[src/rtl/id_pipe_pkg.sv]
// Shared decode constants for the ID stage: opcodes, function codes,
// ALU operation/select encodings and reset/zero helpers.
package id_pipe_pkg;

   localparam logic        RST_ENABLE   = 1'b1;
   localparam logic [31:0] ZERO_WORD    = 32'h0000_0000;
   localparam logic [4:0]  NOP_REG_ADDR = 5'd0;

   localparam logic [5:0] OP_SPECIAL = 6'b000000;
   localparam logic [5:0] OP_ANDI    = 6'b001100;
   localparam logic [5:0] OP_ORI     = 6'b001101;
   localparam logic [5:0] OP_XORI    = 6'b001110;
   localparam logic [5:0] OP_LUI     = 6'b001111;

   localparam logic [5:0] FN_SLL = 6'b000000;
   localparam logic [5:0] FN_SRL = 6'b000010;
   localparam logic [5:0] FN_SRA = 6'b000011;
   localparam logic [5:0] FN_AND = 6'b100100;
   localparam logic [5:0] FN_OR  = 6'b100101;
   localparam logic [5:0] FN_XOR = 6'b100110;
   localparam logic [5:0] FN_NOR = 6'b100111;

   localparam logic [7:0] ALUOP_NOP = 8'b0000_0000;
   localparam logic [7:0] ALUOP_AND = 8'b0010_0100;
   localparam logic [7:0] ALUOP_OR  = 8'b0010_0101;
   localparam logic [7:0] ALUOP_XOR = 8'b0010_0110;
   localparam logic [7:0] ALUOP_NOR = 8'b0010_0111;
   localparam logic [7:0] ALUOP_SLL = 8'b0111_1100;
   localparam logic [7:0] ALUOP_SRL = 8'b0000_0010;
   localparam logic [7:0] ALUOP_SRA = 8'b0000_0011;

   typedef enum logic [2:0] {
      ALUSEL_NOP   = 3'b000,
      ALUSEL_LOGIC = 3'b001,
      ALUSEL_SHIFT = 3'b010
   } alusel_e;

endpackage

[src/rtl/id_pipe_if.sv]
// ID/EX pipeline register bundle: the ID stage drives it (master), EX consumes it (slave).
interface id_ex_if #(
   parameter int DATA_W = 32,
   parameter int REG_AW = 5
);
   logic [7:0]        ex_aluop_o;
   logic [2:0]        ex_alusel_o;
   logic [DATA_W-1:0] ex_reg1_o;
   logic [DATA_W-1:0] ex_reg2_o;
   logic [REG_AW-1:0] ex_wd_o;
   logic              ex_wreg_o;
   logic [31:0]       ex_pc_o;
   logic              ex_valid_o;
   logic              ex_instinvalid_o;

   modport master (
      output ex_aluop_o, ex_alusel_o, ex_reg1_o, ex_reg2_o, ex_wd_o,
      output ex_wreg_o, ex_pc_o, ex_valid_o, ex_instinvalid_o
   );

   modport slave (
      input ex_aluop_o, ex_alusel_o, ex_reg1_o, ex_reg2_o, ex_wd_o,
      input ex_wreg_o, ex_pc_o, ex_valid_o, ex_instinvalid_o
   );
endinterface

[src/rtl/id_pipe_fwd_mux.sv]
// One ID operand port: immediate, hardwired $0, EX/MEM bypass or regfile data.
module id_fwd_mux #(
   parameter int DATA_W = 32,
   parameter int REG_AW = 5
) (
   input  logic              read,
   input  logic [REG_AW-1:0] addr,
   input  logic [DATA_W-1:0] imm,
   input  logic [DATA_W-1:0] reg_data,
   input  logic              ex_wreg,
   input  logic [REG_AW-1:0] ex_wd,
   input  logic [DATA_W-1:0] ex_wdata,
   input  logic              ex_is_load,
   input  logic              mem_wreg,
   input  logic [REG_AW-1:0] mem_wd,
   input  logic [DATA_W-1:0] mem_wdata,
   output logic [DATA_W-1:0] data
);
   // A load in EX has no data yet; it is never bypassed and the stall covers it.
   always_comb begin
      data = reg_data;
      if (!read)
         data = imm;
      else if (addr == '0)
         data = '0;
      else if (ex_wreg && (ex_wd == addr) && !ex_is_load)
         data = ex_wdata;
      else if (mem_wreg && (mem_wd == addr))
         data = mem_wdata;
   end
endmodule

[src/rtl/id_pipe.sv]
// Instruction decode stage: combinational decode and operand bypass feeding
// a single ID/EX register. Update priority: flush > stall hold > load-use bubble > capture.
module id_pipe
   import id_pipe_pkg::*;
#(
   parameter int DATA_W = 32,
   parameter int REG_AW = 5
) (
   input  logic              clk,
   input  logic              rst,
   input  logic [31:0]       pc_i,
   input  logic [31:0]       inst_i,
   input  logic [DATA_W-1:0] reg1_data_i,
   input  logic [DATA_W-1:0] reg2_data_i,
   input  logic              ex_wreg_i,
   input  logic [REG_AW-1:0] ex_wd_i,
   input  logic [DATA_W-1:0] ex_wdata_i,
   input  logic              ex_is_load_i,
   input  logic              mem_wreg_i,
   input  logic [REG_AW-1:0] mem_wd_i,
   input  logic [DATA_W-1:0] mem_wdata_i,
   input  logic              stall_i,
   input  logic              flush_i,
   output logic              reg1_read_o,
   output logic              reg2_read_o,
   output logic [REG_AW-1:0] reg1_addr_o,
   output logic [REG_AW-1:0] reg2_addr_o,
   output logic              stallreq_o,
   id_ex_if.master           ex
);
   logic [5:0]        op, fn;
   logic [7:0]        aluop;
   alusel_e           alusel;
   logic              read1, read2, wreg, instinvalid;
   logic [REG_AW-1:0] wd;
   logic [DATA_W-1:0] imm, opnd1, opnd2;

   assign op = inst_i[31:26];
   assign fn = inst_i[5:0];

   always_comb begin
      aluop       = ALUOP_NOP;
      alusel      = ALUSEL_NOP;
      read1       = 1'b0;
      read2       = 1'b0;
      wreg        = 1'b0;
      wd          = REG_AW'(NOP_REG_ADDR);
      imm         = '0;
      instinvalid = 1'b1;
      case (op)
         OP_SPECIAL: begin
            case (fn)
               FN_AND, FN_OR, FN_XOR, FN_NOR: begin
                  read1       = 1'b1;
                  read2       = 1'b1;
                  wreg        = 1'b1;
                  wd          = REG_AW'(inst_i[15:11]);
                  alusel      = ALUSEL_LOGIC;
                  instinvalid = 1'b0;
                  aluop       = (fn == FN_AND) ? ALUOP_AND :
                                (fn == FN_OR)  ? ALUOP_OR  :
                                (fn == FN_XOR) ? ALUOP_XOR : ALUOP_NOR;
               end
               FN_SLL, FN_SRL, FN_SRA: begin
                  // Shift amount rides on port 1 as an immediate; rt is the shifted value.
                  read2       = 1'b1;
                  wreg        = 1'b1;
                  wd          = REG_AW'(inst_i[15:11]);
                  imm         = DATA_W'(inst_i[10:6]);
                  alusel      = ALUSEL_SHIFT;
                  instinvalid = 1'b0;
                  aluop       = (fn == FN_SLL) ? ALUOP_SLL :
                                (fn == FN_SRL) ? ALUOP_SRL : ALUOP_SRA;
               end
               default: ;
            endcase
         end
         OP_ANDI, OP_ORI, OP_XORI, OP_LUI: begin
            read1       = 1'b1;
            wreg        = 1'b1;
            wd          = REG_AW'(inst_i[20:16]);
            alusel      = ALUSEL_LOGIC;
            instinvalid = 1'b0;
            aluop       = (op == OP_ANDI) ? ALUOP_AND :
                          (op == OP_XORI) ? ALUOP_XOR : ALUOP_OR;
            imm         = (op == OP_LUI) ? DATA_W'({inst_i[15:0], 16'h0000})
                                         : DATA_W'(inst_i[15:0]);
         end
         default: ;
      endcase
   end

   assign reg1_read_o = (rst == RST_ENABLE) ? 1'b0 : read1;
   assign reg2_read_o = (rst == RST_ENABLE) ? 1'b0 : read2;
   assign reg1_addr_o = (rst == RST_ENABLE) ? '0 : REG_AW'(inst_i[25:21]);
   assign reg2_addr_o = (rst == RST_ENABLE) ? '0 : REG_AW'(inst_i[20:16]);

   assign stallreq_o = ex_wreg_i & ex_is_load_i & (ex_wd_i != '0) &
                       ((reg1_read_o & (ex_wd_i == reg1_addr_o)) |
                        (reg2_read_o & (ex_wd_i == reg2_addr_o)));

   id_fwd_mux #(.DATA_W(DATA_W), .REG_AW(REG_AW)) u_fwd1 (
      .read(reg1_read_o), .addr(reg1_addr_o), .imm(imm), .reg_data(reg1_data_i),
      .ex_wreg(ex_wreg_i), .ex_wd(ex_wd_i), .ex_wdata(ex_wdata_i), .ex_is_load(ex_is_load_i),
      .mem_wreg(mem_wreg_i), .mem_wd(mem_wd_i), .mem_wdata(mem_wdata_i), .data(opnd1)
   );

   id_fwd_mux #(.DATA_W(DATA_W), .REG_AW(REG_AW)) u_fwd2 (
      .read(reg2_read_o), .addr(reg2_addr_o), .imm(imm), .reg_data(reg2_data_i),
      .ex_wreg(ex_wreg_i), .ex_wd(ex_wd_i), .ex_wdata(ex_wdata_i), .ex_is_load(ex_is_load_i),
      .mem_wreg(mem_wreg_i), .mem_wd(mem_wd_i), .mem_wdata(mem_wdata_i), .data(opnd2)
   );

   logic              load_en, bubble;
   logic [7:0]        aluop_q;
   logic [2:0]        alusel_q;
   logic [DATA_W-1:0] reg1_q, reg2_q;
   logic [REG_AW-1:0] wd_q;
   logic              wreg_q, valid_q, instinvalid_q;
   logic [31:0]       pc_q;

   // Flush overrides a held stall; a load-use hazard inserts a bubble only when not held.
   assign load_en = flush_i | ~stall_i;
   assign bubble  = flush_i | stallreq_o;

   always_ff @(posedge clk or posedge rst) begin
      if (rst) begin
         aluop_q       <= ALUOP_NOP;
         alusel_q      <= ALUSEL_NOP;
         reg1_q        <= '0;
         reg2_q        <= '0;
         wd_q          <= '0;
         wreg_q        <= 1'b0;
         pc_q          <= ZERO_WORD;
         valid_q       <= 1'b0;
         instinvalid_q <= 1'b0;
      end else if (load_en) begin
         aluop_q       <= bubble ? ALUOP_NOP : aluop;
         alusel_q      <= bubble ? ALUSEL_NOP : alusel;
         reg1_q        <= bubble ? '0 : opnd1;
         reg2_q        <= bubble ? '0 : opnd2;
         wd_q          <= bubble ? '0 : wd;
         wreg_q        <= bubble ? 1'b0 : wreg;
         pc_q          <= bubble ? ZERO_WORD : pc_i;
         valid_q       <= ~bubble;
         instinvalid_q <= bubble ? 1'b0 : instinvalid;
      end
   end

   assign ex.ex_aluop_o       = aluop_q;
   assign ex.ex_alusel_o      = alusel_q;
   assign ex.ex_reg1_o        = reg1_q;
   assign ex.ex_reg2_o        = reg2_q;
   assign ex.ex_wd_o          = wd_q;
   assign ex.ex_wreg_o        = wreg_q & valid_q;
   assign ex.ex_pc_o          = pc_q;
   assign ex.ex_valid_o       = valid_q;
   assign ex.ex_instinvalid_o = instinvalid_q;
endmodule

[src/flat_wrapper.sv]
// flat-port wrapper written by rule: the top's interface ports become plain ports
module id_pipe_flat import id_pipe_pkg::*;
#(
   parameter int DATA_W = 32,
   parameter int REG_AW = 5
)
  (clk, rst, pc_i, inst_i, reg1_data_i, reg2_data_i, ex_wreg_i, ex_wd_i, ex_wdata_i, ex_is_load_i, mem_wreg_i, mem_wd_i, mem_wdata_i, stall_i, flush_i, reg1_read_o, reg2_read_o, reg1_addr_o, reg2_addr_o, stallreq_o, ex_ex_aluop_o, ex_ex_alusel_o, ex_ex_reg1_o, ex_ex_reg2_o, ex_ex_wd_o, ex_ex_wreg_o, ex_ex_pc_o, ex_ex_valid_o, ex_ex_instinvalid_o);
  id_ex_if #(.DATA_W(DATA_W), .REG_AW(REG_AW)) ex_i ();
  input  logic clk;
  input  logic rst;
  input  logic [31:0] pc_i;
  input  logic [31:0] inst_i;
  input  logic [DATA_W-1:0] reg1_data_i;
  input  logic [DATA_W-1:0] reg2_data_i;
  input  logic ex_wreg_i;
  input  logic [REG_AW-1:0] ex_wd_i;
  input  logic [DATA_W-1:0] ex_wdata_i;
  input  logic ex_is_load_i;
  input  logic mem_wreg_i;
  input  logic [REG_AW-1:0] mem_wd_i;
  input  logic [DATA_W-1:0] mem_wdata_i;
  input  logic stall_i;
  input  logic flush_i;
  output logic reg1_read_o;
  output logic reg2_read_o;
  output logic [REG_AW-1:0] reg1_addr_o;
  output logic [REG_AW-1:0] reg2_addr_o;
  output logic stallreq_o;
  output wire logic [$bits(ex_i.ex_aluop_o)-1:0] ex_ex_aluop_o;
  output wire logic [$bits(ex_i.ex_alusel_o)-1:0] ex_ex_alusel_o;
  output wire logic [$bits(ex_i.ex_reg1_o)-1:0] ex_ex_reg1_o;
  output wire logic [$bits(ex_i.ex_reg2_o)-1:0] ex_ex_reg2_o;
  output wire logic [$bits(ex_i.ex_wd_o)-1:0] ex_ex_wd_o;
  output wire logic [$bits(ex_i.ex_wreg_o)-1:0] ex_ex_wreg_o;
  output wire logic [$bits(ex_i.ex_pc_o)-1:0] ex_ex_pc_o;
  output wire logic [$bits(ex_i.ex_valid_o)-1:0] ex_ex_valid_o;
  output wire logic [$bits(ex_i.ex_instinvalid_o)-1:0] ex_ex_instinvalid_o;
  assign ex_ex_aluop_o = ex_i.ex_aluop_o;
  assign ex_ex_alusel_o = ex_i.ex_alusel_o;
  assign ex_ex_reg1_o = ex_i.ex_reg1_o;
  assign ex_ex_reg2_o = ex_i.ex_reg2_o;
  assign ex_ex_wd_o = ex_i.ex_wd_o;
  assign ex_ex_wreg_o = ex_i.ex_wreg_o;
  assign ex_ex_pc_o = ex_i.ex_pc_o;
  assign ex_ex_valid_o = ex_i.ex_valid_o;
  assign ex_ex_instinvalid_o = ex_i.ex_instinvalid_o;
  id_pipe #(.DATA_W(DATA_W), .REG_AW(REG_AW)) u_core (.clk(clk), .rst(rst), .pc_i(pc_i), .inst_i(inst_i), .reg1_data_i(reg1_data_i), .reg2_data_i(reg2_data_i), .ex_wreg_i(ex_wreg_i), .ex_wd_i(ex_wd_i), .ex_wdata_i(ex_wdata_i), .ex_is_load_i(ex_is_load_i), .mem_wreg_i(mem_wreg_i), .mem_wd_i(mem_wd_i), .mem_wdata_i(mem_wdata_i), .stall_i(stall_i), .flush_i(flush_i), .reg1_read_o(reg1_read_o), .reg2_read_o(reg2_read_o), .reg1_addr_o(reg1_addr_o), .reg2_addr_o(reg2_addr_o), .stallreq_o(stallreq_o), .ex(ex_i));
endmodule
[config.mk]
export PLATFORM = sky130hd
export DESIGN_NAME = id_pipe_flat
export DESIGN_NICKNAME = d
export VERILOG_FILES = /design/src/rtl/id_pipe_pkg.sv /design/src/rtl/id_pipe_if.sv /design/src/rtl/id_pipe_fwd_mux.sv /design/src/rtl/id_pipe.sv /design/src/flat_wrapper.sv
export SDC_FILE = /design/constraint.sdc
export NUM_CORES = 1
export LEC_CHECK = 0
export ABC_AREA = 0
export BUFFER_PORTS_ARGS = -buffer_cell sky130_fd_sc_hd__buf_4
export CORE_ASPECT_RATIO = 1.1
export CORE_MARGIN = 2
export CORE_UTILIZATION = 30
export DETAILED_ROUTE_END_ITERATION = 10
export GPL_TIMING_DRIVEN = 0
export SYNTH_ARGS = -nofsm -noshare
export SYNTH_HDL_FRONTEND = slang
export SYNTH_SLANG_ARGS = --single-unit
export TNS_END_PERCENT = 100
[constraint.sdc]
create_clock -name clk -period 6.05 [get_ports clk]
set_input_delay 0.605 -clock clk [delete_from_list [all_inputs] [get_ports clk]]
set_output_delay 0.605 -clock clk [all_outputs]
set_load 0.02 [all_outputs]
==> impl_summary.txt <==
----------------------------------------------------
[Final layout]
  Nets@finish ... between 1k and 1.5k
  Share of the core filled with cells in the final layout ... 0.455
  Final Cell Area ... ~9700 µm²
  Share of final-layout standard cells stronger than drive strength 1 ... 0.400
  Area taken by flip-flops and latches ... about 2800 µm²
  Most common library cell in the layout ignoring fill and taps ... buf_4
  Number of non-filler instances in the completed layout ... approximately 1.3k
  Multi-input gate area ... between 3000 and 4000 µm²
  Diodes inserted ... 0
  Layout Area Growth over Synthesis ... 49.2%
  Fill cell instance count of the final layout ... around 2.2k
  Commonest cells after routing, fill and taps aside ... 342 x buf_4, 110 x dfrtp_1, 74 x nand2_1

[Power]
  Post-route total power ... around 1700 µW
  Maximum resistive drop on vdd ... about 0.00013 V
  LEAKAGE ... between 0.004 and 0.005 µW
  Pwr dens ... around 180 nW/µm²

[Synth]
  Top post-synthesis cells by area ... dfrtp_1 42%, a22o_1 5.9%, a22oi_1 4.4%
  Syn Area/Cell ... between 9 and 10 µm²
  Syn Std Cell Area ... approximately 6500 µm²
  Proportion of netlist area held by the largest area contributor ... 0.424
  Number of standard cells after synthesis ... about 670
  Prevailing post-synth register cell ... dfrtp_1
  Number of synthesis warnings ... 0
  Share of flip-flops with an asynchronous set or reset ... 1.00
  Synth cell types ... 61
  Number of enable-type register cells in the synthesized netlist ... 0
  Share of the yosys chip area belonging to registers ... 0.424
  #FFs+latches synth ... 110
  Post-synthesis cell type with the largest combined area ... dfrtp_1

[GRT]
  Total overflow reported by the global router ... 0
  Global-route wire length before repair ... roughly 44,000 µm
  Vias in the first global route ... ~7.0k
  Global-route total usage across every layer ... 0.270
  Pin count of the biggest net entering global routing ... 95
  Initial antenna violation count ... 1

[Worst setup path]
  Setup crit end kind ... flop
  Critical register-to-register path endpoint ... u_core.ex.ex_reg2_o[20]
  Setup slack, reg-to-reg ... ~5200 ps
  Category of the critical setup timing path ... in2reg
  Arrival time worst endpoint ... approximately 3500 ps
  CP Data Required Time ... between 6000 and 7000 ps
  Maximum fanout encountered on the critical timing path ... between 90 and 100
  RR Startpoint ... u_core.ex.ex_reg2_o[20]
  Register-to-Register Path Depth ... 1
  Critical path launch point type ... input pin

[Timing]
  Achievable Freq ... 0.307 GHz
  Final Hold Viols ... 0
  Final setup fails ... 0
  Post-route setup TNS ... 0 ps
  Setup Skew ... 0 ps
  Final period util ... 0.539
  Count of final max-slew check failures ... 0
  RSZ-0062 raised after global routing ... no
  Period minus WS final ... around 3300 ps
  Normalized max-slew margin ... 0.411
  Worst Max-Slew Pin Slew ... 878 ps

[Clock tree]
  Number of cells upsized or downsized after cts ... 0
  TritonCTS clock tree ... yes
  Max clock buf depth ... 2
  Root cell of the clock tree ... clkbuf_16
  Clock Sinks ... 110
  Register clock-pin slew on the reported worst setup and hold paths ... roughly 90 ps
  H-tree level count ... 3
  Post-CTS Repair Setup Buffers ... 0
  Clock Latency Late Sink ... 360 ps
  Hold Buf Count CTS ... 0
  Cts bufs inserted ... 9

[Placed design]
  Global placer's final weighted congestion ... roughly 0.91
  Area of placed instances ... between 9000 and 10,000 µm²
  Placed Cells incl. Taps ... 1,298
  DP Wirelength ... 24,700 µm
  I/O Buffers ... 334

[Detailed routing]
  First drt pass iteration count ... 5
  Starting DRT DRC Count ... 548
  Total number of vias ... between 7k and 8k
  Antenna viol nets, final ... 0
  Routed Wire Length ... roughly 32,000 µm
  Vias per inst ... between 5 and 6
  Number of remaining DRC errors ... 0
  Avg WL per Cell ... approximately 24 µm

[Run status]
  Outcome ... finished clean

[Floorplan]
  Floorplan core area ... ~21,000 µm²
  Effective utilization at floorplan ... 0.305
  Number of placed I/O pins ... roughly 340
  Die Span Y ... ~160 µm
  Chip width ... roughly 140 µm
  Floorplan die area ... ~23,000 µm²
  Total number of placement rows ... 56

[Hold path]
  Worst hold path class ... in2async

[Flow run]
  Maxcap violations ... 0

----------------------------------------------------
## layout make-up
| cell class | count | share of cell area |
|---|---|---|
| multi-input cells | 503 | 0.357 |
| flip-flops and latches | 110 | 0.284 |
| repair buffers | 335 | 0.262 |
| well taps | 290 | 0.0375 |
| plain buffers | 56 | 0.0282 |
| clock buffers | 10 | 0.0236 |
| clock inverters | 6 | 0.00620 |
| inverters | 4 | 0.00207 |
## through the flow
step / setup WS, ps / hold WS [ps]
floorplan: 1110 / 465
CTS: 2730 / 373
global route: 2500 / 394
global placement: -776 / 463
finish: 2790 / 369
detailed placement: 2360 / 476
## flip-flops by register name (all words and copies together), names as in the netlist
signal and cells:
u_core.ex.ex_aluop_o 4, u_core.ex.ex_wd_o 5, u_core.ex.ex_instinvalid_o 1, u_core.wreg_q 1, u_core.ex.ex_valid_o 1, u_core.ex.ex_alusel_o 2, u_core.ex.ex_pc_o 32, u_core.ex.ex_reg2_o 32
u_core.ex.ex_reg1_o 32
## synth_stat cells, drive strengths merged, types with 2 or more instances
library cell and n:
a211o 6, a211oi 20, a21boi 6, a21oi 37, a221o 22, a222oi 5
a22o 44, a22oi 38, a311oi 7, a31oi 10, and2 4, and3 4
buf 24, clkbuf 32, dfrtp 110, inv 4, mux2 14, mux2i 25
nand2 74, nand2b 10, nand3 5, nand3b 2, nand4 3, nand4bb 2
nor2 50, nor2b 14, nor3 4, nor4 2, nor4b 2, nor4bb 3
o211ai 5, o21a 2, o21ai 42, o221ai 9, o22ai 3, o31ai 8
or2 2, xnor2 7, xor2 2
## cell families (layout without fill, tap and decap cells)
kind of cell / after synthesis / after routing / synth area share
buffers and inverters: 60 / 411 / 0.0443
AOI/OAI and AO/OA: 269 / 269 / 0.312
other: 1 / 2 / 0.000578
muxes: 39 / 39 / 0.0628
xor gates and xnor gates: 9 / 9 / 0.0121
DFF: 110 / 110 / 0.424
and+or+nand+nor: 184 / 184 / 0.144
## power breakdown
part | switching, µW | internal [µW] | total [µW]
Combinational | 187 | 163 | 350
Clock | 325 | 294 | 619
Sequential | 9.25 | 751 | 760
## worst max-delay path by stage
stage	endpoint	start	cells past startpoint
finish	u_core.ex.ex_reg2_o[26]	rst	11
floorplan	u_core.ex.ex_reg2_o[13]	rst	9
global route	u_core.ex.ex_reg2_o[26]	rst	11
CTS	u_core.ex.ex_reg2_o[26]	rst	11
detailed placement	u_core.ex.ex_reg2_o[21]	rst	10
global placement	u_core.ex.ex_reg1_o[17]	rst	7
## worst max-delay path: stages
cell and delay [ps]:
buf_4 120, buf_2 180, inv_6 200, buf_16 400
and3_1 250, o21ai_0 200, o31ai_2 470, a211o_1 250
buf_2 330, a311oi_1 140, a221o_1 330
## layer usage
layer	share of wire	track usage	up-vias	wire, µm
li1	-	-	3264	-
met1	0.40	0.334	3539	12700
met2	0.48	0.465	354	15300
met3	0.091	0.0592	48	2920
met4	0.030	0.0911	0	957
met5	0	0	-	0
(Power assumes the default switching activity.)
